File: src/rtl/pwm_ctrl_if.sv
`default_nettype none
// ============================================================================
// Module   : pwm_ctrl_if
// Purpose  : Host register bus between the system host and pwm_ctrl.
//            The host holds host_req (with we/addr/wdata) until host_ack.
// Ports    : host_req, host_we, host_addr[3:0], host_wdata[15:0]  (host -> ctrl)
//            host_rdata[15:0], host_ack                           (ctrl -> host)
// Revision : 1.0  initial release
// ============================================================================
interface pwm_ctrl_if;
    logic        host_req;
    logic        host_we;
    logic [3:0]  host_addr;
    logic [15:0] host_wdata;
    logic [15:0] host_rdata;
    logic        host_ack;

    modport master (
        output host_req, host_we, host_addr, host_wdata,
        input  host_rdata, host_ack
    );

    modport slave (
        input  host_req, host_we, host_addr, host_wdata,
        output host_rdata, host_ack
    );
endinterface
`default_nettype wire

File: src/rtl/pwm_ctrl.sv
`default_nettype none
// ============================================================================
// Module   : pwm_ctrl
// Purpose  : PWM bank controller. Generates the shared 15-bit timebase
//            (programmable period + prescaler, shadowed period update) and
//            turns host bus accesses into per-channel cs/rd/data sequences.
// Ports    : sys_clk, rst (async, active-high)
//            host       - pwm_ctrl_if.slave host register bus
//            counter    - shared PWM timebase
//            tb_wrap    - one-cycle pulse when counter returns to 0
//            ch_cs      - one-hot channel select
//            ch_rd      - 1 = channel read, 0 = channel write
//            ch_data_o  - channel bus write data, ch_data_oe its enable
//            ch_data_i  - channel bus read-back data
// Revision : 1.0  initial release
// ============================================================================
module pwm_ctrl #(
    parameter int NCH     = 4,
    parameter int ACC_CYC = 3
) (
    input  wire              sys_clk,
    input  wire              rst,
    pwm_ctrl_if.slave        host,
    output logic [14:0]      counter,
    output logic             tb_wrap,
    output logic [NCH-1:0]   ch_cs,
    output logic             ch_rd,
    output logic [15:0]      ch_data_o,
    output logic             ch_data_oe,
    input  wire  [15:0]      ch_data_i
);
    localparam int            C_CW   = $clog2(ACC_CYC) + 1;
    localparam logic [C_CW-1:0] C_LAST = C_CW'(ACC_CYC - 1);

    typedef enum logic [2:0] {
        IDLE    = 3'd0,
        REG_ACK = 3'd1,
        CH_ACC  = 3'd2,
        CH_GAP  = 3'd3,
        CH_ACK  = 3'd4
    } state_t;

    state_t          r_state, w_state_nx;
    logic [C_CW-1:0] r_acc_cnt, w_acc_cnt_nx;
    logic [2:0]      r_chan;
    logic            r_we;
    logic [15:0]     r_wdata;
    logic [15:0]     r_cap;

    logic            r_run, r_pending;
    logic [14:0]     r_shadow, r_active;
    logic [7:0]      r_presc, r_pcnt;

    logic            w_idle_req, w_is_ch, w_reg_start;
    logic            w_wr_ctrl, w_wr_period, w_wr_presc, w_clr, w_tick;
    logic [15:0]     w_reg_rdata;

    logic [2:0]      w_chan;
    logic            w_we;
    logic [15:0]     w_wdata;
    logic [NCH-1:0]  w_cs_nx;
    logic            w_rd_nx, w_oe_nx, w_ack_nx;
    logic [15:0]     w_do_nx, w_rdata_nx;

    // ---------------- request decode (IDLE only) ----------------
    assign w_idle_req  = (r_state == IDLE) && host.host_req;
    assign w_is_ch     = host.host_addr[3] && (int'(host.host_addr[2:0]) < NCH);
    assign w_reg_start = w_idle_req && !w_is_ch;
    assign w_wr_ctrl   = w_reg_start && host.host_we && (host.host_addr == 4'd0);
    assign w_wr_period = w_reg_start && host.host_we && (host.host_addr == 4'd1);
    assign w_wr_presc  = w_reg_start && host.host_we && (host.host_addr == 4'd2);
    assign w_clr       = w_wr_ctrl && host.host_wdata[1];
    assign w_tick      = r_run && (r_pcnt == r_presc);

    always_comb begin
        w_reg_rdata = 16'd0;
        case (host.host_addr)
            4'd0:    w_reg_rdata = {15'd0, r_run};
            4'd1:    w_reg_rdata = {1'b0, r_shadow};
            4'd2:    w_reg_rdata = {8'd0, r_presc};
            4'd3:    w_reg_rdata = {14'd0, r_pending, r_run};
            default: w_reg_rdata = 16'd0;
        endcase
    end

    // ---------------- access FSM: next state + next registered outputs ----------------
    // Outputs are registered from the next state, so in the IDLE cycle the live
    // request fields are used; afterwards the latched copies.
    always_comb begin
        w_state_nx   = r_state;
        w_acc_cnt_nx = r_acc_cnt;
        w_chan       = (r_state == IDLE) ? host.host_addr[2:0] : r_chan;
        w_we         = (r_state == IDLE) ? host.host_we        : r_we;
        w_wdata      = (r_state == IDLE) ? host.host_wdata     : r_wdata;
        w_cs_nx      = '0;
        w_rdata_nx   = 16'd0;

        unique case (r_state)
            IDLE: begin
                w_acc_cnt_nx = '0;
                if (host.host_req)
                    w_state_nx = w_is_ch ? CH_ACC : REG_ACK;
            end
            REG_ACK: w_state_nx = IDLE;
            CH_ACC: begin
                if (r_acc_cnt == C_LAST)
                    w_state_nx = CH_GAP;
                else
                    w_acc_cnt_nx = r_acc_cnt + C_CW'(1);
            end
            CH_GAP:  w_state_nx = CH_ACK;
            CH_ACK:  w_state_nx = IDLE;
            default: w_state_nx = IDLE;
        endcase

        for (int k = 0; k < NCH; k++)
            w_cs_nx[k] = (w_state_nx == CH_ACC) && (int'(w_chan) == k);
        w_rd_nx  = (w_state_nx == CH_ACC) && !w_we;
        w_oe_nx  = (w_state_nx == CH_ACC) && w_we;
        w_do_nx  = w_oe_nx ? w_wdata : 16'd0;
        w_ack_nx = (w_state_nx == REG_ACK) || (w_state_nx == CH_ACK);
        if (w_state_nx == REG_ACK && !w_we)
            w_rdata_nx = w_reg_rdata;
        else if (w_state_nx == CH_ACK && !r_we)
            w_rdata_nx = r_cap;
    end

    always_ff @(posedge sys_clk or posedge rst) begin
        if (rst) begin
            r_state         <= IDLE;
            r_acc_cnt       <= '0;
            r_chan          <= 3'd0;
            r_we            <= 1'b0;
            r_wdata         <= 16'd0;
            r_cap           <= 16'd0;
            ch_cs           <= '0;
            ch_rd           <= 1'b0;
            ch_data_o       <= 16'd0;
            ch_data_oe      <= 1'b0;
            host.host_ack   <= 1'b0;
            host.host_rdata <= 16'd0;
        end else begin
            r_state   <= w_state_nx;
            r_acc_cnt <= w_acc_cnt_nx;
            if (w_idle_req) begin
                r_chan  <= host.host_addr[2:0];
                r_we    <= host.host_we;
                r_wdata <= host.host_wdata;
            end
            // Sample the channel on the last select cycle, before cs drops.
            if (r_state == CH_ACC && r_acc_cnt == C_LAST && !r_we)
                r_cap <= ch_data_i;
            ch_cs           <= w_cs_nx;
            ch_rd           <= w_rd_nx;
            ch_data_o       <= w_do_nx;
            ch_data_oe      <= w_oe_nx;
            host.host_ack   <= w_ack_nx;
            host.host_rdata <= w_rdata_nx;
        end
    end

    // ---------------- timebase and register file ----------------
    always_ff @(posedge sys_clk or posedge rst) begin
        if (rst) begin
            r_run     <= 1'b0;
            r_pending <= 1'b0;
            r_shadow  <= 15'h7FFF;
            r_active  <= 15'h7FFF;
            r_presc   <= 8'd0;
            r_pcnt    <= 8'd0;
            counter   <= 15'd0;
            tb_wrap   <= 1'b0;
        end else begin
            tb_wrap <= 1'b0;
            if (w_clr) begin
                // clr overrides any tick in the same cycle and never pulses tb_wrap
                counter   <= 15'd0;
                r_pcnt    <= 8'd0;
                r_active  <= r_shadow;
                r_pending <= 1'b0;
            end else if (w_tick) begin
                r_pcnt <= 8'd0;
                if (counter == r_active) begin
                    counter <= 15'd0;
                    tb_wrap <= 1'b1;
                    if (r_pending) begin
                        r_active  <= r_shadow;
                        r_pending <= 1'b0;
                    end
                end else begin
                    counter <= counter + 15'd1;
                end
            end else if (r_run) begin
                r_pcnt <= r_pcnt + 8'd1;
            end

            // Placed after the wrap logic so a write landing on a wrap edge
            // stays pending for the following wrap.
            if (w_wr_period) begin
                r_shadow <= host.host_wdata[14:0];
                if (r_run) begin
                    r_pending <= 1'b1;
                end else begin
                    r_active  <= host.host_wdata[14:0];
                    r_pending <= 1'b0;
                end
            end
            if (w_wr_ctrl)
                r_run <= host.host_wdata[0];
            if (w_wr_presc)
                r_presc <= host.host_wdata[7:0];
        end
    end
endmodule
`default_nettype wire

File: src/flat_wrapper.sv
// flat-port wrapper written by rule: the top's interface ports become plain ports
module pwm_ctrl_flat 
#(
    parameter int NCH     = 4,
    parameter int ACC_CYC = 3
)
  (sys_clk, rst, counter, tb_wrap, ch_cs, ch_rd, ch_data_o, ch_data_oe, ch_data_i, host_host_req, host_host_we, host_host_addr, host_host_wdata, host_host_rdata, host_host_ack);
  pwm_ctrl_if host_i ();
  input  wire sys_clk;
  input  wire rst;
  output logic [14:0] counter;
  output logic tb_wrap;
  output logic [NCH-1:0] ch_cs;
  output logic ch_rd;
  output logic [15:0] ch_data_o;
  output logic ch_data_oe;
  input  wire  [15:0] ch_data_i;
  input wire logic [$bits(host_i.host_req)-1:0] host_host_req;
  input wire logic [$bits(host_i.host_we)-1:0] host_host_we;
  input wire logic [$bits(host_i.host_addr)-1:0] host_host_addr;
  input wire logic [$bits(host_i.host_wdata)-1:0] host_host_wdata;
  output wire logic [$bits(host_i.host_rdata)-1:0] host_host_rdata;
  output wire logic [$bits(host_i.host_ack)-1:0] host_host_ack;
  assign host_i.host_req = host_host_req;
  assign host_i.host_we = host_host_we;
  assign host_i.host_addr = host_host_addr;
  assign host_i.host_wdata = host_host_wdata;
  assign host_host_rdata = host_i.host_rdata;
  assign host_host_ack = host_i.host_ack;
  pwm_ctrl #(.NCH(NCH), .ACC_CYC(ACC_CYC)) u_core (.sys_clk(sys_clk), .rst(rst), .host(host_i), .counter(counter), .tb_wrap(tb_wrap), .ch_cs(ch_cs), .ch_rd(ch_rd), .ch_data_o(ch_data_o), .ch_data_oe(ch_data_oe), .ch_data_i(ch_data_i));
endmodule
File: config.mk
export PLATFORM = sky130hd
export DESIGN_NAME = pwm_ctrl_flat
export DESIGN_NICKNAME = d
export VERILOG_FILES = /design/src/rtl/pwm_ctrl_if.sv /design/src/rtl/pwm_ctrl.sv /design/src/flat_wrapper.sv
export SDC_FILE = /design/constraint.sdc
export NUM_CORES = 1
export LEC_CHECK = 0
export BUFFER_PORTS_ARGS = -buffer_cell sky130_fd_sc_hd__buf_2
export CELL_PAD_IN_SITES_DETAIL_PLACEMENT = 1
export CELL_PAD_IN_SITES_GLOBAL_PLACEMENT = 1
export CORE_ASPECT_RATIO = 0.5
export CORE_MARGIN = 2
export CORE_UTILIZATION = 30
export DETAILED_ROUTE_END_ITERATION = 7
export PLACE_DENSITY = 0.56
export SKIP_LAST_GASP = 1
export SLEW_MARGIN = 20
export SYNTH_ARGS = -nofsm -noshare
export SYNTH_HDL_FRONTEND = slang
export SYNTH_SLANG_ARGS = --single-unit
File: constraint.sdc
create_clock -name sys_clk -period 13.55 [get_ports sys_clk]
set_clock_uncertainty 0.2 [all_clocks]
set_input_delay 1.355 -clock sys_clk [delete_from_list [all_inputs] [get_ports sys_clk]]
set_output_delay 1.355 -clock sys_clk [all_outputs]
set_load 0.05 [all_outputs]
# Yosys cells after proc, flatten, opt, wreduce, memory -nomap -nowiden
# Index checks and enable logic that the tools add are counted.
# totals
register_bits	145
latch_bits	0
ram_bits	0
mem_bits_ro	0
inputBits	40
out_inout_bits	55
word_cells	105
memories	0
# op_classes
addsub	3
n_mul	0
div_mod_pow	0
order_cmp	1
n_eq_ne	15
shifts	0
muxes	33
bitwise_logic	0
reduce_logical	33
# op_table
op	count
$mux 15	9
$mux 16	4
$pmux 15 s4	1
$mux 8	3
$logic_and 1x1->1	19
$add 15x1->15 const B	1
$eq 15x15->1	1
$eq 3x2->1 const B	5
$mux 3	4
$eq 3x3->1 const B	3
$mux 1	9
$pmux 3 s3	1
$reduce_bool 3->1	3
$add 8x1->8 const B	1
$eq 4x2->1 const B	2
$eq 8x8->1	1
$logic_not 3->1	2
$pmux 3 s2	1
$eq 4x1->1 const B	1
$logic_not 4->1	1
$reduce_and 2->1	2
$reduce_bool 2->1	2
$add 3x1->3 const B	1
$eq 3x1->1 const B	1
other kinds (5)	7

# Depth between registers and ports, before layout
# Gate-level depths: netlist of run 1.
# logic_depth
word_depth	10
ltp_mapped	10
ltp_nobuf	8

# Least setup slack after synthesis of run 1
# Ideal clock, no wire load.
# synth_path
kind	in2reg
startpoint	input port host_host_addr[2]
endpoint	register u_core.counter[4]
setup_ns	0.132
arrival_ns	2.759
t_required_ns	13.218
path_slack_ns	10.459
stages	7
path_buffers	1
path_cell_list	nor4b_1 -> and4b_1 -> a31oi_2 -> buf_6 -> nand4b_1 -> xor2_1 -> nor2_1
# synth_between
elab_chain_len	8
elab_cells_between_ends	10
classes_between	order compare (1); mux (1); reduce/logical (8)
# synth_lines
element	line	rtl
start, declared	flat_wrapper.sv:20	input wire logic [$bits(host_i.host_addr)-1:0] host_host_addr;
$lt 3x3->1	pwm_ctrl.sv:67	assign w_is_ch = host.host_addr[3] && (int'(host.host_addr[2:0]) < NCH);
$logic_and 1x1->1	pwm_ctrl.sv:67	
$logic_not 1->1	pwm_ctrl.sv:68	assign w_reg_start = w_idle_req && !w_is_ch;
$logic_and 1x1->1	pwm_ctrl.sv:68	
$logic_and 1x1->1	pwm_ctrl.sv:69	assign w_wr_ctrl = w_reg_start && host.host_we && (host.host_addr == 4'd0);
$logic_and 1x1->1 *	pwm_ctrl.sv:69	
$logic_and 1x1->1 *	pwm_ctrl.sv:72	assign w_clr = w_wr_ctrl && host.host_wdata[1];
$mux 15 / $reduce_bool 2->1 (equally long branches)	-	
end signal, assigned	pwm_ctrl.sv:191	counter <= counter + 15'd1;
end, declared	pwm_ctrl.sv:24	output logic [14:0] counter,
# Mark *: on every way between the ends. The rest lies on a longest branch, timed or not.
# A chain may end at the register's enable or synchronous reset.

# Final worst setup path of run 1
# layout_path
startpoint	input port host_host_req
endpoint	register u_core.r_active[13]
# layout_between
elab_chain_len	8
elab_cells_between_ends	9
classes_between	mux (3); reduce/logical (6)
# layout_lines
element	line	rtl
start, declared	flat_wrapper.sv:18	input wire logic [$bits(host_i.host_req)-1:0] host_host_req;
$logic_and 1x1->1 *	pwm_ctrl.sv:66	assign w_idle_req = (r_state == IDLE) && host.host_req;
$logic_and 1x1->1 *	pwm_ctrl.sv:68	
$logic_and 1x1->1 *	pwm_ctrl.sv:69, pwm_ctrl.sv:70	
$logic_and 1x1->1	pwm_ctrl.sv:69	
$logic_and 1x1->1	pwm_ctrl.sv:72	
$mux 15	pwm_ctrl.sv:175	if (w_clr) begin
$mux 15	pwm_ctrl.sv:201	if (r_run) begin
$mux 15 *	pwm_ctrl.sv:199	if (w_wr_period) begin
end signal, assigned	pwm_ctrl.sv:179	r_active <= r_shadow;
end signal, assigned	pwm_ctrl.sv:187	r_active <= r_shadow;
end signal, assigned	pwm_ctrl.sv:204	r_active <= host.host_wdata[14:0];
end, declared	pwm_ctrl.sv:51	logic [14:0] r_shadow, r_active;
# Marks and branches as above.

==> results of run 1 <==
==> worst max-delay path, delay by kind of cell <==
kind                   cells  cell delay (ns)
AO/OA/AOI/OAI              1             0.06
AND/OR/NAND/NOR            4             2.18
buffers and inverters      2             0.45
==> power breakdown <==
group          switching, uW  internal (uW)
registers                119            593
clock network            212            281
logic                    294            187
==> cell type report <==
| type | instances | area (um2) | share of cell area |
|---|---|---|---|
| Clock buffer | 17 | 425 | 0.0546 |
| Tap cell | 273 | 342 | 0.0438 |
| Sequential cell | 145 | 3670 | 0.470 |
| Clock inverter | 15 | 189 | 0.0242 |
| Timing Repair Buffer | 98 | 500 | 0.0642 |
| Inverter | 11 | 46.3 | 0.00594 |
| Multi-Input combinational cell | 373 | 2630 | 0.337 |
==> worst max-delay path by stage <==
stage                        startpoint                   to  slack, ns  depth (start not counted)
after global placement    host_host_req   u_core.r_active[9]       8.96                          7
after global routing      host_host_req   u_core.r_active[6]       9.40                          7
final                     host_host_req  u_core.r_active[13]       9.59                          7
after detailed placement  host_host_req  u_core.r_active[14]       8.82                          7
after floorplan                     rst      u_core.ch_cs[0]       8.15                          1
after CTS                 host_host_req  u_core.r_active[12]       9.27                          7
==> stage by stage <==
| stage | hold slack, ns | cell area [um2] | setup slack [ns] |
|---|---|---|---|
| global route | 0.314 | 7800 | 9.40 |
| CTS | 0.284 | 7790 | 9.27 |
| floorplan | 0.244 | 6420 | 8.15 |
| global placement | 0.258 | 7170 | 8.96 |
| detailed placement | 0.268 | 7180 | 8.82 |
| finish | 0.282 | 7800 | 9.59 |
==> sequential cells by signal (all words and copies together) (netlist names), 3 cells and up <==
name                    cells
u_core.ch_data_o           16
u_core.r_pcnt               8
u_core.r_presc              8
u_core.r_acc_cnt            3
u_core.host.host_rdata     16
u_core.counter             15
u_core.ch_cs                4
u_core.r_shadow            15
u_core.r_chan               3
u_core.r_wdata             16
u_core.r_state              3
u_core.r_active            15
u_core.r_cap               16
==> logic make-up (layout without fill, tap and decap cells) <==
logic type               after synthesis  count (layout)  share of synthesized area
AO/OA/AOI/OAI                         77              77                     0.0711
flip-flops                           145             145                      0.571
XOR/XNOR                              41              41                     0.0559
AND/OR/NAND/NOR                      173             173                      0.138
buffers and inverters                 34             141                     0.0232
multiplexers                          78              78                      0.133
adder cells (fa/ha/maj)                4               4                    0.00780
==> cell usage in the layout, fill, tap and decap left out, types with 17 or more instances in the layout <==
cell / count
sky130_fd_sc_hd__xnor2_1: 24
sky130_fd_sc_hd__nor2_1: 49
sky130_fd_sc_hd__a21oi_1: 34
sky130_fd_sc_hd__mux2i_1: 18
sky130_fd_sc_hd__o21ai_0: 20
sky130_fd_sc_hd__buf_2: 94
sky130_fd_sc_hd__clkbuf_16: 17
sky130_fd_sc_hd__mux2_2: 60
sky130_fd_sc_hd__dfstp_2: 30
sky130_fd_sc_hd__nand2_1: 62
sky130_fd_sc_hd__dfrtp_1: 115
sky130_fd_sc_hd__xor2_1: 17
==> metal layers <==
| metal | vias to the layer above | wire [um] | GRT usage |
|---|---|---|---|
| met4 | 0 | 93 | 0.0407 |
| met5 | - | 0 | 0 |
| met3 | 5 | 550 | 0.0295 |
| met1 | 2269 | 8980 | 0.240 |
| met2 | 52 | 7670 | 0.239 |
| li1 | 2099 | - | - |
==> qor.tcl, run 1 <==
set qor(yosys_register_bits) 145
set qor(post_drt_wl_per_cell_um) 18.6
set qor(number_of_nets_in_the_finished_design) 690
set qor(cts_buffers) 17
set qor(initial_core_util) 0.309
set qor(worst-r2r-setup-slack_ns) 10.01
set qor(clock_tree.htree_level_count) 4
set qor(core-area_um2) 20800
set qor(rsz0062_at_grt) {no}
set qor(totalNegativeSetupSlack_ns) 0
set qor(stdcell_count) 932
set qor(critical_path_peak_fanout) 30
set qor(finalPower_uw) 1690
set qor(worstSetupStartpointType) {input pin}
set qor(post-route-drc-count) 0
set qor(final_layout_size_suffix_gt1_frac) 0.364
set qor(clock-root-buffer) {sky130_fd_sc_hd__clkbuf_16}
set qor(post-synth-top-area-fraction) 0.448
set qor(num_io_pins) 95
set qor(die_area_um2) 22700
set qor(yosys.cell_types.count) 48
set qor(cap_violations) 0
set qor(clk_latency_ns) 0.43
set qor(achievable-frequency_mhz) 253
set qor(power_leakage_uw) 0.00359
set qor(fin_crit_sh) 0.292
set qor(synth_seq_area_share) 0.571
set qor(clkSlewWorstSetupHoldPaths_ns) 0.07
set qor(detailedRoute.firstIterationViolations) 141
set qor(timing.setup.critical_path_class) {in -> reg}
set qor(cp_data_required_time_ns) 13.67
set qor(run_status) {finished, final reports clean}
set qor(vias) 4425
set qor(synth.avg_cell_area_um2) 11.6
set qor(reg_to_reg_endpoint) {u_core.r_active[13]}
set qor(hold_buffers) 0
set qor(routed_wirelength_um) 17300
set qor(tritoncts) {done}
set qor(postSynthCellCount) 552
set qor(synth_async_sr_flop_share) 1.00
set qor(place.gp.congestion) 0.735
set qor(cp-end-kind) {flip-flop}
set qor(grt.total_usage) 0.161
set qor(crit_path_top_delay_cell) {sky130_fd_sc_hd__nor4b_4}
set qor(route.antenna.remaining_nets) 0
set qor(mappedNetlistNets) 596
set qor(hp-class) {reg -> reg}
set qor(slowest_delay_ns) 0.73
set qor(pins_over_their_slew_limit) 0
set qor(worst_hold_path.endpoint) {u_core.host.host_rdata[15]}
set qor(hold_wc_startpoint) {u_core.r_cap[15]}
set qor(timing_worst_slew_pin_value_ns) 0.936
set qor(power.density_cell_area_nw_per_um2) 216
set qor(cts_resized) 0
set qor(synthToLayoutAreaGrowth_pct) 21.4
set qor(rr_startpoint) {u_core.r_state[1]}
set qor(nFillCells) 2266
set qor(timing.critical_path.cells) {buf_2 > nor4b_4 > buf_4 > nand4_2 > nand2b_2 > nor2_1 > a21oi_1}
set qor(worst_slew_margin_rel) 0.376
set qor(r2r_cells) 6
set qor(yosys_most_used_dff) {sky130_fd_sc_hd__dfrtp_1}
set qor(grt_start_max_net_pins) 66
set qor(grt_first_pass_wirelength_um) 27400
set qor(worst_ir_drop_vdd_v) 0.0000751
set qor(yosysWarnings) 0
set qor(synth_enable_flop_cells) 0
set qor(ys_top_cells_by_area) {sky130_fd_sc_hd__dfrtp_1, sky130_fd_sc_hd__dfstp_2, sky130_fd_sc_hd__mux2_2}
set qor(dp.cells) 900
set qor(number_of_antenna_violations_at_the_first_check_in_global_routing) 0
set qor(detailedPlacementHpwl_um) 12500
set qor(report.final.setup_viol) 0
set qor(postCtsSetupBuffers) 0
set qor(die_height_um) 107
set qor(rows) 37
set qor(finalHoldViolations) 0
set qor(post-synth-top-area-cell) {sky130_fd_sc_hd__dfrtp_1}
set qor(syn_area_um2) 6420
set qor(post-route-min-period_ns) 3.96
set qor(arrival_ns) 4.08
set qor(num_antenna_cells) 0
set qor(clockBufferDepth) 2
set qor(first_pass_iters) 4
set qor(chipWidth_um) 211
set qor(first_global_vias) 4774
set qor(cts_num_sinks) 145
set qor(synthMostInstantiatedCell) {sky130_fd_sc_hd__dfrtp_1}
set qor(timing.hold.worst_path_depth) 1
set qor(fin_util) 0.375
set qor(port_buffers) 94
set qor(grt_overflow_total) 0
set qor(synthTopCellsByCount) {sky130_fd_sc_hd__dfrtp_1, sky130_fd_sc_hd__nand2_1, sky130_fd_sc_hd__mux2_2, sky130_fd_sc_hd__nor2_1, sky130_fd_sc_hd__a21oi_1}
set qor(drt-vias-per-instance) 4.75
No activity file was read; power rests on OpenSTA's default activity.
==> run 2: changes to the inputs <==
- ABC_AREA: not set -> 1
- PLACE_DENSITY: 0.56 -> 0.58
- clock period: 13.55 -> 3.76 ns (I/O delays scaled with it)
==> run 2 against run 1 <==
Effect of this change: via count is 29% higher; synthesized cell count is 44% higher; setup slack worse by 8.4 ns; cell count is 32% higher; clock-buffer cell count is 2 higher; largest cell class unchanged; highest routed layer unchanged.
==> qor.tcl, run 2 <==
set qor(synthMostInstantiatedCell) {sky130_fd_sc_hd__nand2_1}
set qor(worstSetupStartpoint) {u_core.r_state[2]}
set qor(clock_tree.htree_level_count) 4 ;# unchanged
set qor(yosys_most_used_dff) {sky130_fd_sc_hd__dfrtp_1}
set qor(clock-root-buffer) {sky130_fd_sc_hd__clkbuf_16}
set qor(worst_ir_drop_vdd_v) 0.000276 ;# +270%
set qor(rsz0062_at_grt) {no}
set qor(achievable-frequency_mhz) 383
set qor(dpl_cell_area_um2) 7780 ;# +8.4%
set qor(power_report.internal_total_uw) 3780 ;# +260%
set qor(dp.cells) 1177 ;# +31%
set qor(layout.cells.most_common_list) {sky130_fd_sc_hd__nand2_1, sky130_fd_sc_hd__dfrtp_1, sky130_fd_sc_hd__buf_2}
set qor(timing_worst_slew_pin_value_ns) 0.837 ;# -0.0988 ns
set qor(ys_top_cells_by_area) {sky130_fd_sc_hd__dfrtp_1, sky130_fd_sc_hd__dfstp_2, sky130_fd_sc_hd__nand2_1}
set qor(run_status) {finished, final reports clean}
set qor(r2r_cells) 12 ;# +6
set qor(detailedPlacementHpwl_um) 15500 ;# +24%
set qor(place.gp.congestion) 0.829 ;# +13%
set qor(worst-r2r-setup-slack_ns) 1.15 ;# -8.86 ns
set qor(detailedRoute.firstIterationViolations) 230 ;# +63%
set qor(yosys_register_bits) 145 ;# unchanged
set qor(arrival_ns) 2.70 ;# -1.38 ns
set qor(clockBufferDepth) 2 ;# unchanged
set qor(power_leakage_uw) 0.00435 ;# +21%
set qor(power.density_cell_area_nw_per_um2) 697 ;# +220%
set qor(timing.setup.critical_path_class) {reg -> reg}
set qor(cts_resized) 0 ;# unchanged
set qor(clk_latency_ns) 0.44 ;# about the same
set qor(clkSlewWorstSetupHoldPaths_ns) 0.07 ;# about the same
set qor(synthTopCellsByCount) {sky130_fd_sc_hd__nand2_1, sky130_fd_sc_hd__dfrtp_1, sky130_fd_sc_hd__inv_1, sky130_fd_sc_hd__nor2_1, sky130_fd_sc_hd__o21ai_0}
set qor(hold_wc_startpoint) {host_host_wdata[7]}
set qor(worst_slew_margin_rel) 0.441 ;# +0.0647
set qor(num_io_pins) 95 ;# unchanged
set qor(grt_start_max_net_pins) 72 ;# +9.1%
set qor(rr_startpoint) {u_core.r_state[2]}
set qor(synth_async_sr_flop_share) 1.00 ;# unchanged
set qor(vias) 5703 ;# +29%
set qor(hp-class) {in -> reg}
set qor(number_of_nets_in_the_finished_design) 958 ;# +39%
set qor(die_area_um2) 24700 ;# +8.9%
set qor(post-route-min-period_ns) 2.61
set qor(post-synth-top-area-cell) {sky130_fd_sc_hd__dfrtp_1}
set qor(syn_area_um2) 7010 ;# +9.1%
set qor(tritoncts) {done}
set qor(yosysWarnings) 0 ;# unchanged
set qor(synth_enable_flop_cells) 0 ;# unchanged
set qor(synth_seq_area_share) 0.523 ;# -0.0478
set qor(p_sw_uw) 2260 ;# +260%
set qor(post_drt_wl_per_cell_um) 16.8 ;# -9.3%
set qor(synth.avg_cell_area_um2) 8.81 ;# -24%
set qor(port_buffers) 94 ;# unchanged
set qor(drt-vias-per-instance) 4.62 ;# -2.7%
set qor(initial_core_util) 0.306 ;# -0.00269
set qor(most_common_cell_after_layout_fill_and_taps_aside) {sky130_fd_sc_hd__nand2_1}
set qor(grt.total_usage) 0.183 ;# +0.0223
set qor(worst_hold_path.endpoint) {u_core.r_shadow[7]}
set qor(worstSetupStartpointType) {flip-flop}
set qor(grt_overflow_total) 0 ;# unchanged
set qor(cp_data_required_time_ns) 3.85 ;# -9.82 ns
set qor(stdcell_count) 1234 ;# +32%
set qor(cp-end-kind) {flip-flop}
set qor(hold_buffers) 25 ;# +25
set qor(finalHoldViolations) 0 ;# unchanged
set qor(chipWidth_um) 220 ;# +4.4%
set qor(cts_buffers) 17 ;# unchanged
set qor(post-route-drc-count) 0 ;# unchanged
set qor(mappedNetlistNets) 839 ;# +41%
set qor(post-synth-top-area-fraction) 0.411 ;# -0.0375
set qor(yosys.cell_types.count) 38 ;# -21%
set qor(die_height_um) 112 ;# +4.3%
set qor(final_cell_area_um2) 8670 ;# +11%
set qor(pins_over_their_slew_limit) 0 ;# unchanged
set qor(totalNegativeSetupSlack_ns) 0 ;# unchanged
set qor(report.final.setup_viol) 0 ;# unchanged
set qor(synthToLayoutAreaGrowth_pct) 23.7
set qor(cts_num_sinks) 145 ;# unchanged
set qor(comb_power_share) 0.304 ;# +0.019
set qor(sw_frac_of_total) 0.374 ;# +0.00340
set qor(timing.hold.worst_path_depth) 3 ;# +2
set qor(route.antenna.remaining_nets) 0 ;# unchanged
set qor(core-area_um2) 22900 ;# +10%
set qor(first_pass_iters) 4 ;# unchanged
set qor(final_layout_size_suffix_gt1_frac) 0.260 ;# -0.104
set qor(postCtsSetupBuffers) 0 ;# unchanged
set qor(clock_power_share) 0.308 ;# +0.016
set qor(num_antenna_cells) 0 ;# unchanged
set qor(p_seq_frac) 0.387 ;# -0.035
set qor(grt_first_pass_wirelength_um) 34000 ;# +24%
set qor(number_of_antenna_violations_at_the_first_check_in_global_routing) 0 ;# unchanged
set qor(critical_path_peak_fanout) 32 ;# +6.7%
set qor(fin_crit_sh) 0.695
set qor(cap_violations) 0 ;# unchanged
set qor(reg_to_reg_endpoint) {u_core.counter[12]}
set qor(routed_wirelength_um) 20800 ;# +20%
set qor(postSynthCellCount) 795 ;# +44%
set qor(rows) 39 ;# +5.4%
set qor(first_global_vias) 6095 ;# +28%
==> run 2: cell types whose count changed after synthesis, moves of 9 or more <==
| cell | change |
|---|---|
| sky130_fd_sc_hd__xor2_1 | -9 |
| sky130_fd_sc_hd__nand2_1 | +130 |
| sky130_fd_sc_hd__xnor2_1 | -13 |
| sky130_fd_sc_hd__o21ai_0 | +29 |
| sky130_fd_sc_hd__inv_1 | +81 |
| sky130_fd_sc_hd__mux2i_1 | -18 |
| sky130_fd_sc_hd__nor3_1 | +9 |
| sky130_fd_sc_hd__nor2_1 | +12 |
| sky130_fd_sc_hd__nand3_1 | +29 |
| sky130_fd_sc_hd__nand3_2 | +11 |
| sky130_fd_sc_hd__inv_2 | +10 |
| sky130_fd_sc_hd__a21oi_2 | +10 |
| sky130_fd_sc_hd__mux2_2 | -38 |
==> run 2: layout make-up <==
| type | count | area [um2] |
|---|---|---|
| clock buffers | 19 | 443 |
| fillers | 2705 | 14200 |
| inverters | 102 | 387 |
| well taps | 307 | 384 |
| repair buffers | 127 | 793 |
| flip-flops and latches | 145 | 3670 |
| multi-input cells | 521 | 2800 |
| clock inverters | 13 | 196 |
==> run 2: per-layer routing <==
layer | GRT usage | part of all wire
met5 | 0 | 0
met4 | 0.0519 | 0.0070
met3 | 0.0434 | 0.040
met2 | 0.264 | 0.42
met1 | 0.272 | 0.53
==> run 2: through the flow <==
stage	power, uW	utilization	setup slack, ns	hold WS (ns)
after floorplan	3660	-	1.39	0.246
after global placement	4130	0.340	1.23	0.266
after detailed placement	4200	0.340	1.13	0.278
after CTS	6120	0.379	1.12	0.00172
after global routing	6440	0.379	0.854	0.00932
final	6040	0.379	1.15	0.0177
==> run 2: cell families (layout without fill, tap and decap cells) <==
family,count (synthesis),in the layout,synth area share
buffers and inverters,129,261,0.0775
adder cells (fa/ha/maj),4,4,0.00714
AO/OA/AOI/OAI,122,122,0.0984
XOR/XNOR,19,19,0.0238
flip-flops,145,145,0.523
multiplexers,22,22,0.0354
AND/OR/NAND/NOR,354,354,0.235
==> run 2: worst max-delay path, stage by stage, from the launching register on <==
cell                       delay (ns)
sky130_fd_sc_hd__dfrtp_1         0.39
sky130_fd_sc_hd__inv_2           0.08
sky130_fd_sc_hd__nand2_4         0.07
sky130_fd_sc_hd__nor2_8          0.10
sky130_fd_sc_hd__nand2_4         0.23
sky130_fd_sc_hd__nor2_8          0.28
sky130_fd_sc_hd__nand3b_4        0.13
sky130_fd_sc_hd__inv_2           0.07
sky130_fd_sc_hd__nand2_2         0.20
sky130_fd_sc_hd__nand2_2         0.36
sky130_fd_sc_hd__nand2_1         0.12
sky130_fd_sc_hd__xor2_1          0.16
sky130_fd_sc_hd__nor2_1          0.07
==> run 2: how the worst max path moves through the flow <==
stage	to	slack, ns
2_1_floorplan	u_core.ch_cs[0]	1.39
5_1_grt	u_core.counter[12]	0.85
6_report	u_core.counter[12]	1.15
3_5_place_dp	u_core.r_active[11]	1.13
3_3_place_gp	u_core.r_active[1]	1.23
4_1_cts	u_core.r_active[11]	1.12
==> run 2: power by group through the flow <==
stage	registers [uW]	logic [uW]	clock network, uW
3_3_place_gp	2350	1780	0
3_5_place_dp	2370	1830	0
5_1_grt	2400	2050	1980
6_report	2340	1840	1860
4_1_cts	2340	1860	1920
2_1_floorplan	2580	1080	0
